## src/rtl/sram_bus_pkg.sv

```systemverilog
// Shared definitions for the single-port SRAM bus arbiter.
// The FSM state encodings stay plain localparams so that existing code
// compares against the same bit patterns. The owner tag is an enum, and a
// helper function derives the byte-strobe width from the data width.
// Optional feature macro used by this slice: ARB_ROUND_ROBIN_EN.
package sram_bus_pkg;

    // Transaction FSM states
    localparam logic [1:0] ST_IDLE = 2'd0;  // waiting for a request
    localparam logic [1:0] ST_ADDR = 2'd1;  // presenting mem_req downstream
    localparam logic [1:0] ST_WAIT = 2'd2;  // waiting for mem_data_ok

    // Which requester owns the outstanding transaction
    typedef enum logic [1:0] {
        OWN_NONE = 2'd0,
        OWN_INST = 2'd1,
        OWN_DATA = 2'd2
    } owner_e;

    // Default bus geometry
    localparam int DEF_DATA_W = 32;
    localparam int DEF_STRB_W = DEF_DATA_W / 8;

    // Byte-strobe width for a given data width
    function automatic int strb_width(input int data_w);
        return data_w / 8;
    endfunction

endpackage

```

## src/rtl/sram_bus_arbiter_arb_pick.sv

```systemverilog
// arb_pick: chooses which requester gets the memory port when the arbiter is
// idle, and keeps the bookkeeping needed to stay fair.
//   default build          : data has priority. A saturating starvation counter
//                            lets inst win once data has been granted
//                            STARVE_LIMIT times in a row while inst was waiting.
//   ARB_ROUND_ROBIN_EN set : on a tie the requester granted most recently loses.
module arb_pick
    import sram_bus_pkg::*;
#(
    parameter int STARVE_LIMIT = 4
) (
    input  logic clk,
    input  logic resetn,
    input  logic inst_req,
    input  logic data_req,
    input  logic grant_en,   // arbiter is idle and out of reset
    output logic pick_inst,
    output logic pick_data
);

`ifdef ARB_ROUND_ROBIN_EN

    // 1 when inst received the most recent grant. Reset to 1 so that data wins
    // the first tie after reset.
    logic last_inst;

    // Round-robin winner selection
    always_comb begin
        // NOTE: every output of a combinational block is given a default first,
        //       so no path can leave it unassigned and infer a latch.
        pick_inst = 1'b0;
        pick_data = 1'b0;
        if (grant_en) begin
            if (inst_req && data_req) begin
                if (last_inst) pick_data = 1'b1;
                else           pick_inst = 1'b1;
            end else if (inst_req) begin
                pick_inst = 1'b1;
            end else if (data_req) begin
                pick_data = 1'b1;
            end
        end
    end

    // Remember who was granted last
    always_ff @(posedge clk) begin
        // NOTE: clocked state is always updated with non-blocking assignments,
        //       so every flop samples values from before the edge.
        if (!resetn)        last_inst <= 1'b1;
        else if (pick_inst) last_inst <= 1'b1;
        else if (pick_data) last_inst <= 1'b0;
    end

`else

    localparam logic [3:0] LIMIT = 4'(STARVE_LIMIT);

    logic [3:0] starve_cnt;
    logic       inst_turn;

    assign inst_turn = (starve_cnt == LIMIT);

    // Fixed data priority, overridden once inst has waited long enough
    always_comb begin
        // NOTE: every output of a combinational block is given a default first,
        //       so no path can leave it unassigned and infer a latch.
        pick_inst = 1'b0;
        pick_data = 1'b0;
        if (grant_en) begin
            if (data_req && !(inst_req && inst_turn)) pick_data = 1'b1;
            else if (inst_req)                        pick_inst = 1'b1;
        end
    end

    // Count data grants taken while inst waits; clear when inst is served
    always_ff @(posedge clk) begin
        // NOTE: clocked state is always updated with non-blocking assignments,
        //       so every flop samples values from before the edge.
        if (!resetn) begin
            starve_cnt <= '0;
        end else if (pick_inst) begin
            starve_cnt <= '0;
        end else if (pick_data && inst_req && !inst_turn) begin
            starve_cnt <= starve_cnt + 4'd1;
        end
    end

`endif

endmodule

```

## src/rtl/sram_bus_arbiter.sv

```systemverilog
// sram_bus_arbiter: shares one sram-like memory port between the instruction
// fetch requester (read-only) and the data requester (read/write with byte
// strobes). Only one transaction is in flight at a time:
//   IDLE -> (grant, addr_ok pulse) -> ADDR -> (mem_addr_ok) -> WAIT
//        -> (mem_data_ok, owner's data_ok pulse) -> IDLE
// Every response output is gated by resetn, so a transaction cut off by
// reset never produces a data_ok.
// Optional feature macro: ARB_ROUND_ROBIN_EN (round-robin pick instead of
// data priority with a starvation limit).
module sram_bus_arbiter
    import sram_bus_pkg::*;
#(
    parameter int ADDR_W       = 32,
    parameter int DATA_W       = 32,
    parameter int STARVE_LIMIT = 4
) (
    input  logic                clk,
    input  logic                resetn,
    // instruction fetch port
    input  logic                inst_req,
    input  logic [ADDR_W-1:0]   inst_addr,
    output logic                inst_addr_ok,
    output logic                inst_data_ok,
    output logic [DATA_W-1:0]   inst_rdata,
    // data port
    input  logic                data_req,
    input  logic                data_wr,
    input  logic [DATA_W/8-1:0] data_wstrb,
    input  logic [ADDR_W-1:0]   data_addr,
    input  logic [DATA_W-1:0]   data_wdata,
    output logic                data_addr_ok,
    output logic                data_data_ok,
    output logic [DATA_W-1:0]   data_rdata,
    // downstream memory port
    output logic                mem_req,
    output logic                mem_wr,
    output logic [DATA_W/8-1:0] mem_wstrb,
    output logic [ADDR_W-1:0]   mem_addr,
    output logic [DATA_W-1:0]   mem_wdata,
    input  logic                mem_addr_ok,
    input  logic                mem_data_ok,
    input  logic [DATA_W-1:0]   mem_rdata
);

    localparam int STRB_W = strb_width(DATA_W);

    logic [1:0]        state;
    owner_e            owner;
    logic              lat_wr;
    logic [STRB_W-1:0] lat_wstrb;
    logic [ADDR_W-1:0] lat_addr;
    logic [DATA_W-1:0] lat_wdata;

    logic grant_en;
    logic pick_inst;
    logic pick_data;
    logic in_addr;
    logic resp_fire;

    assign grant_en = resetn && (state == ST_IDLE);

    arb_pick #(
        .STARVE_LIMIT (STARVE_LIMIT)
    ) u_arb_pick (
        .clk       (clk),
        .resetn    (resetn),
        .inst_req  (inst_req),
        .data_req  (data_req),
        .grant_en  (grant_en),
        .pick_inst (pick_inst),
        .pick_data (pick_data)
    );

    // Acceptance pulses come straight from the pick in the grant cycle
    assign inst_addr_ok = pick_inst;
    assign data_addr_ok = pick_data;

    // Downstream request: the latched fields, driven only while in ADDR
    assign in_addr   = resetn && (state == ST_ADDR);
    assign mem_req   = in_addr;
    assign mem_wr    = in_addr && lat_wr;
    assign mem_wstrb = in_addr ? lat_wstrb : '0;
    assign mem_addr  = in_addr ? lat_addr  : '0;
    assign mem_wdata = in_addr ? lat_wdata : '0;

    // Response: routed to the owner only; mem_data_ok outside WAIT is ignored
    assign resp_fire    = resetn && (state == ST_WAIT) && mem_data_ok;
    assign inst_data_ok = resp_fire && (owner == OWN_INST);
    assign data_data_ok = resp_fire && (owner == OWN_DATA);
    assign inst_rdata   = inst_data_ok ? mem_rdata : '0;
    assign data_rdata   = data_data_ok ? mem_rdata : '0;

    // Transaction FSM and owner tracking
    always_ff @(posedge clk) begin
        if (!resetn) begin
            state <= ST_IDLE;
            owner <= OWN_NONE;
        end else begin
            case (state)
                ST_IDLE: begin
                    if (pick_inst) begin
                        state <= ST_ADDR;
                        owner <= OWN_INST;
                    end else if (pick_data) begin
                        state <= ST_ADDR;
                        owner <= OWN_DATA;
                    end
                end
                ST_ADDR: begin
                    if (mem_addr_ok) state <= ST_WAIT;
                end
                ST_WAIT: begin
                    if (mem_data_ok) begin
                        state <= ST_IDLE;
                        owner <= OWN_NONE;
                    end
                end
                default: begin
                    state <= ST_IDLE;
                    owner <= OWN_NONE;
                end
            endcase
        end
    end

    // Capture the granted request so mem_* stays stable while mem_req waits
    always_ff @(posedge clk) begin
        // NOTE: the request latch carries no reset; its contents only reach
        //       the outputs while in ADDR, which is always preceded by a grant.
        if (pick_inst) begin
            lat_wr    <= 1'b0;
            lat_wstrb <= '0;
            lat_addr  <= inst_addr;
            lat_wdata <= '0;
        end else if (pick_data) begin
            lat_wr    <= data_wr;
            lat_wstrb <= data_wr ? data_wstrb : '0;
            lat_addr  <= data_addr;
            lat_wdata <= data_wdata;
        end
    end

endmodule

```

## config.mk

```make
export PLATFORM = sky130hd
export DESIGN_NAME = sram_bus_arbiter
export DESIGN_NICKNAME = d
export VERILOG_FILES = /design/src/rtl/sram_bus_pkg.sv /design/src/rtl/sram_bus_arbiter_arb_pick.sv /design/src/rtl/sram_bus_arbiter.sv
export SDC_FILE = /design/constraint.sdc
export NUM_CORES = 1
export LEC_CHECK = 0
export CAP_MARGIN = 10
export CORE_AREA = 2 2 108 110
export DETAILED_ROUTE_END_ITERATION = 10
export DIE_AREA = 0 0 110 112
export PLACE_DENSITY = 0.82
export SETUP_SLACK_MARGIN = 0.2
export SLEW_MARGIN = 30
export SYNTH_ARGS = -nofsm -noshare
export SYNTH_HDL_FRONTEND = slang
export SYNTH_HIERARCHICAL = 1
export SYNTH_SLANG_ARGS = --single-unit
```

## constraint.sdc

```tcl
create_clock -name clk -period 5.3 [get_ports clk]
set_input_delay 0.795 -clock clk [delete_from_list [all_inputs] [get_ports clk]]
set_output_delay 0.795 -clock clk [all_outputs]
set_load 0.005 [all_outputs]
```

-- Word level (Yosys, flattened, before mapping)
Cells that the tools add are included.
- muxes and demuxes: 21
- reduce and logical (&&, ||, !) cells: 18
- eq/ne operators: 8
- add/subtract/negate cells: 1
- bitwise operators: 2
- operators with widths (operator ; count):
    32-bit 2-to-1 mux ; 6
    2-bit 2-to-1 mux ; 6
    2-bit case mux with 3 select lines ; 2
    1-bit logical AND ; 11
    4-bit 2-to-1 mux ; 2
    3-bit AND reduction ; 2
    1-bit 2-to-1 mux ; 5
    4-bit by 1-bit adder with 4-bit output (second input constant) ; 1
    2-bit by 1-bit equality test with 1-bit output (second input constant) ; 2
    2-bit equality test (second input constant) ; 2
    4-bit by 3-bit equality test with 1-bit output (second input constant) ; 1
    2-bit != test (second input constant) ; 2
    3-bit by 2-bit != test with 1-bit output (second input constant) ; 1
    1-bit zero test ; 2
    2-bit zero test ; 1
    1-bit NOT ; 2
    2-bit nonzero test ; 1
    2-bit OR reduction ; 1
- register bits: 77
- input bits: 139
- output and inout bits: 138
- word-level logic and storage cells: 57

-- Depth between registers and ports, before layout
- depth in word-level cells: 9
- depth in mapped cells: 8
- mapped depth without buffers: 7

-- Modules after synthesis
The synthesis kept the hierarchy.
- modules (own cells, without submodules) (module ; area an instance (um2) ; times used ; sequential area each (um2) ; cells each):
    sram_bus_arbiter ; 3769.9 ; 1 ; 1781.7 ; 362
    arb_pick ; 255.2 ; 1 ; 80.1 ; 31

-- Worst setup path before layout
No wires, ideal clock.
- path kind: input to register
- from: in resetn
- to: reg lat_addr[0], enable pin
- buffers on the path: 1
- slack: 2.248 ns
- setup time: 0.387 ns
- data required time: 4.913 ns
- data arrival time: 2.666 ns
- stages: 7
- cells stage by stage: inv_1 -> nor3_1 -> nand2_1 -> a21oi_1 -> buf_2 -> nor2_1 -> inv_1
- longest elaborated chain between the ends: 3
- elaborated cells between the ends (all ways): 4
- classes of those cells: 2 x mux; 2 x reduce/logical
- ends and longest elaborated chain (element ; line ; source):
    from (decl) ; sram_bus_arbiter.sv:18 ; input logic resetn,
    1-bit logical AND ; sram_bus_arbiter.sv:60 ; assign grant_en = resetn && (state == ST_IDLE);
    net grant_en ; sram_bus_arbiter.sv:54 ; logic grant_en;
    1-bit 2-to-1 mux ; sram_bus_arbiter_arb_pick.sv:69 ; if (grant_en) begin
    net inst_addr_ok ; sram_bus_arbiter.sv:22 ; output logic inst_addr_ok,
    2-bit nonzero test (no line) ; -- ;
    to (signal assigned) ; sram_bus_arbiter.sv:133 ; lat_addr <= inst_addr;
    to (signal assigned) ; sram_bus_arbiter.sv:138 ; lat_addr <= data_addr;
    to (decl) ; sram_bus_arbiter.sv:51 ; logic [ADDR_W-1:0] lat_addr;
The timed path passes the listed nets, and every way through them passes these cells.
A chain may end at the register's enable or synchronous reset.

-- Final worst setup path
- from: in resetn
- to: out mem_addr[23]
- longest elaborated chain between the ends: 2
- ends and longest elaborated chain (element ; line ; source):
    1-bit logical AND ; sram_bus_arbiter.sv:79 ; assign in_addr = resetn && (state == ST_ADDR);
    32-bit 2-to-1 mux ; sram_bus_arbiter.sv:83 ; assign mem_addr = in_addr ? lat_addr : '0;
    to (decl) ; sram_bus_arbiter.sv:38 ; output logic [ADDR_W-1:0] mem_addr,
Every way passes these cells.

==> summary.txt <==
Run status
  – Status: finished clean

Run
  – MaxCap Viol Count: 0

Cells and area
  – Area Overhead vs Synth: 80.3%
  – Share of cells above drive strength 1: 9.30%
  – Net count, final: ~800
  – Layout fillers: just under 900

Detailed routing
  – Uppermost layer routed: met4
  – Post-Route M1 WL: between 4 and 5 mm
  – DRC viols: 0
  – Wire per inst: approximately 16 um
  – Post-route antenna net violation count: 0
  – Vias/cell: approximately 4.7
  – 1st-pass router iterations: 4
  – Met3 WL post-DR: between 1 and 1.5 mm
  – DRT iter0 DRCs: just under 200
  – Routed WL: 12.9 mm
  – DR vias: about 3800
  – Met2 wire length: approximately 6.7 mm

Logic synthesis
  – Top post-synthesis cells by area: edfxtp_1 (24%), dfxtp_1 (22%), and2_1 (21%), mux2_2 (9.0%), mux2i_1 (8.2%)
  – Synth area leader: edfxtp_1
  – Count leader, synth: and2_1
  – Synthesized cell area: about 0.0040 sq mm
  – Seq/Total Area, Yosys: 46.3%
  – Yosys reg bits: 77
  – Post-synth EDFFs: 32
  – Top cell type's share of synthesized area: 23.9%
  – Commonest cells post-synth: and2_1 (133), dfxtp_1 (45), nor2_1 (35), mux2i_1 (33)
  – Async set or reset register ratio after synthesis: 0%
  – Main synth FF type: dfxtp_1
  – Syn_nets: 534
  – Yosys cell types: 32
  – Instance count of the mapped netlist: between 300 and 400
  – Mapped Avg Cell Area: between 10 and 15 sq um
  – Yosys warnings: 6

Floorplanning
  – Die Y: between 100 and 150 um
  – Starting Density: between 30% and 40%
  – Row count: 39
  – Die ar.: 0.0123 sq mm
  – Ports: roughly 280
  – Die X: 110 um
  – Core Area: 0.0112 sq mm

Setup path
  – Worst r2r src: state[1]$_SDFFE_PN0P_
  – Worst-path fanout max: 22
  – Most common cell on crit path: clkdlybuf4s50_1
  – CP endpoint kind: output port
  – Critical Path AT: just over 3 ns
  – Startpoint Class: input port
  – Worst reg2reg path endpoint: lat_addr[25]$_DFFE_PP_
  – Slowest CP cell: clkdlybuf4s50_1
  – Worst-path cell chain: clkdlybuf4s50_1 > inv_1 > nor3b_4 > buf_4 > and2_1 > clkdlybuf4s50_1
  – Critical path data required time: 4.51 ns
  – Critical Path Max Stage Delay: around 0.60 ns
  – R2R Setup Slk: 2.31 ns
  – Critical Setup Path Class: in2out
  – Worst r2r path cells: 6

Min path
  – Hold path endpoint: lat_wstrb[2]$_SDFFE_PP0P_
  – Hold Path Depth: 2
  – Hold path startpoint: lat_wstrb[2]$_SDFFE_PP0P_
  – Hold Crit Class: reg2reg

GRT
  – Initial antenna violation count: 1
  – Largest net degree at the start of global routing: 45
  – GR Overflow Total: 0
  – Gr usage total: 20.7%
  – Vias in the first global route: roughly 3900
  – Wire length of the first global-routing pass: a little under 20 mm

Timing
  – Hold Fails Final Rpt: 0
  – Setup TNS: 0 ns
  – Slew headroom: 51.6%
  – Slew Viols, Final: 0
  – Final setup skew: between 0.006 and 0.007 ns
  – Setup repair after global routing missed its margin: false
  – Worst Tran Pin Value: ~0.7 ns
  – Fmax achieved: 0.257 GHz
  – Tmin final: between 3 and 4 ns
  – Final Cycle Share: 73.5%
  – Hold Slack: roughly 0.47 ns
  – Final setup fails: 0

Clocking
  – CTS resizes: 0
  – CTS Hold Buffers Added: 0
  – H-tree levels: 3
  – Clock Pin Slew Worst Setup and Hold Paths: 0.05 ns
  – Later-pin clock latency in the skew report: about 0.33 ns
  – CTS tree: yes
  – Max clock buf depth: 2
  – Clock root buffer: clkbuf_16
  – Clock Sinks: 77
  – TritonCTS Buffers: 9
  – # Post-CTS Setup Buffers: 0

Power
  – Max IR drop VDD: between 150 and 200 uV
  – Clock Power Share: a little under two fifths
  – Net switching power: about 380 uW
  – Int Pwr: 1.32 mW
  – Comb pwr share: a little under a fifth
  – Reg power frac: 43.9%
  – Leak pwr: roughly 2.7 nW
  – PD cells: approximately 230 mW/mm^2
  – Switch share: a little under a quarter

Placed design
  – I/O Buffers: roughly 280
  – RePlAce Congestion: around 0.84
  – Dpl hpwl: between 10 and 15 mm
power groups by stage:
| stage | clock (mW) | combinational (mW) | sequential (mW) |
|---|---|---|---|
| after floorplan | 0 | 0.141 | 0.740 |
| after global placement | 0 | 0.307 | 0.754 |
| after detailed placement | 0 | 0.320 | 0.757 |
| after CTS | 0.648 | 0.323 | 0.747 |
| after global routing | 0.672 | 0.346 | 0.755 |
| final | 0.636 | 0.318 | 0.746 |
routing by layer:
metal / track usage (%) / vias to the layer above
met5: 0 / -
met4: 11.2 / 0
met3: 6.09 / 30
met2: 38.1 / 190
met1: 20.0 / 1702
li1: - / 1855
worst max-delay path, delay by kind of cell:
family	cells	cell delay, ns
buffers and inverters	4	1.59
AND/OR/NAND/NOR	2	0.73
worst max-delay path by stage:
stage / from / end / slack [ns] / cells after the start
6_report: resetn / mem_addr[23] / 1.40 / 6
5_1_grt: resetn / mem_addr[21] / 1.22 / 6
4_1_cts: resetn / mem_addr[9] / 1.35 / 6
3_5_place_dp: resetn / lat_addr[25]$_DFFE_PP_ / 1.21 / 8
3_3_place_gp: resetn / mem_wdata[0] / 1.09 / 6
2_1_floorplan: resetn / lat_addr[0]$_DFFE_PP_ / 2.25 / 7
cell usage in the layout (no fill, tap or decap), drive strengths merged, types with 2 or more instances in the layout:
| master | synthesis | routed |
|---|---|---|
| ha | 2 | 2 |
| nand3b | 2 | 2 |
| nor3 | 2 | 2 |
| o21ai | 5 | 5 |
| nand2 | 3 | 3 |
| dfxtp | 45 | 45 |
| nand2b | 4 | 4 |
| mux2i | 33 | 33 |
| clkdlybuf4s50 | 0 | 276 |
| a32o | 2 | 2 |
| a21oi | 7 | 7 |
| a211oi | 4 | 4 |
| and2 | 133 | 133 |
| clkbuf | 9 | 14 |
| nor3b | 3 | 3 |
| buf | 18 | 9 |
| edfxtp | 32 | 32 |
| inv | 5 | 5 |
| nor2 | 35 | 35 |
| nand3 | 8 | 8 |
| mux2 | 32 | 32 |
stage by stage:
| stage | area, sq um | setup WS, ns | util [%] | cells | power [mW] |
|---|---|---|---|---|---|
| floorplan | 4030 | 2.25 | - | 393 | 0.881 |
| global placement | 6930 | 1.09 | 62.0 | 793 | 1.06 |
| detailed placement | 6940 | 1.21 | 62.1 | 794 | 1.08 |
| CTS | 7260 | 1.35 | 64.9 | 810 | 1.72 |
| global route | 7260 | 1.22 | 65.0 | 811 | 1.77 |
| finish | 7260 | 1.40 | 65.0 | 811 | 1.70 |
sequential cells by signal, indices dropped and copies added, names as in the netlist:
signal	flops
lat_addr	32
u_arb_pick/starve_cnt	4
state	2
lat_wdata	32
lat_wstrb	4
owner	2
lat_wr	1
cell families (layout without fill, tap and decap cells):
kind of cell	Yosys count	in the layout	synth area share, %
multiplexers	65	65	17.2
adder cells (fa/ha/maj)	2	2	0.622
AO/OA/AOI/OAI	20	20	3.29
AND/OR/NAND/NOR	197	197	29.1
flip-flops	77	77	46.3
buffers and inverters	32	306	3.57
other	0	1	0
layout make-up:
cell class              instances  area, sq um  area share, %
clock buffers                  14          275           3.79
repair buffers                285         2830           39.0
clock inverters                 2         38.8          0.534
multi-input cells             284         2050           28.2
well taps                     143          179           2.47
diodes                          1         2.50         0.0345
inverters                       5         18.8          0.259
flip-flops and latches         77         1860           25.7
Note: power is estimated with default switching activity, not from simulation.
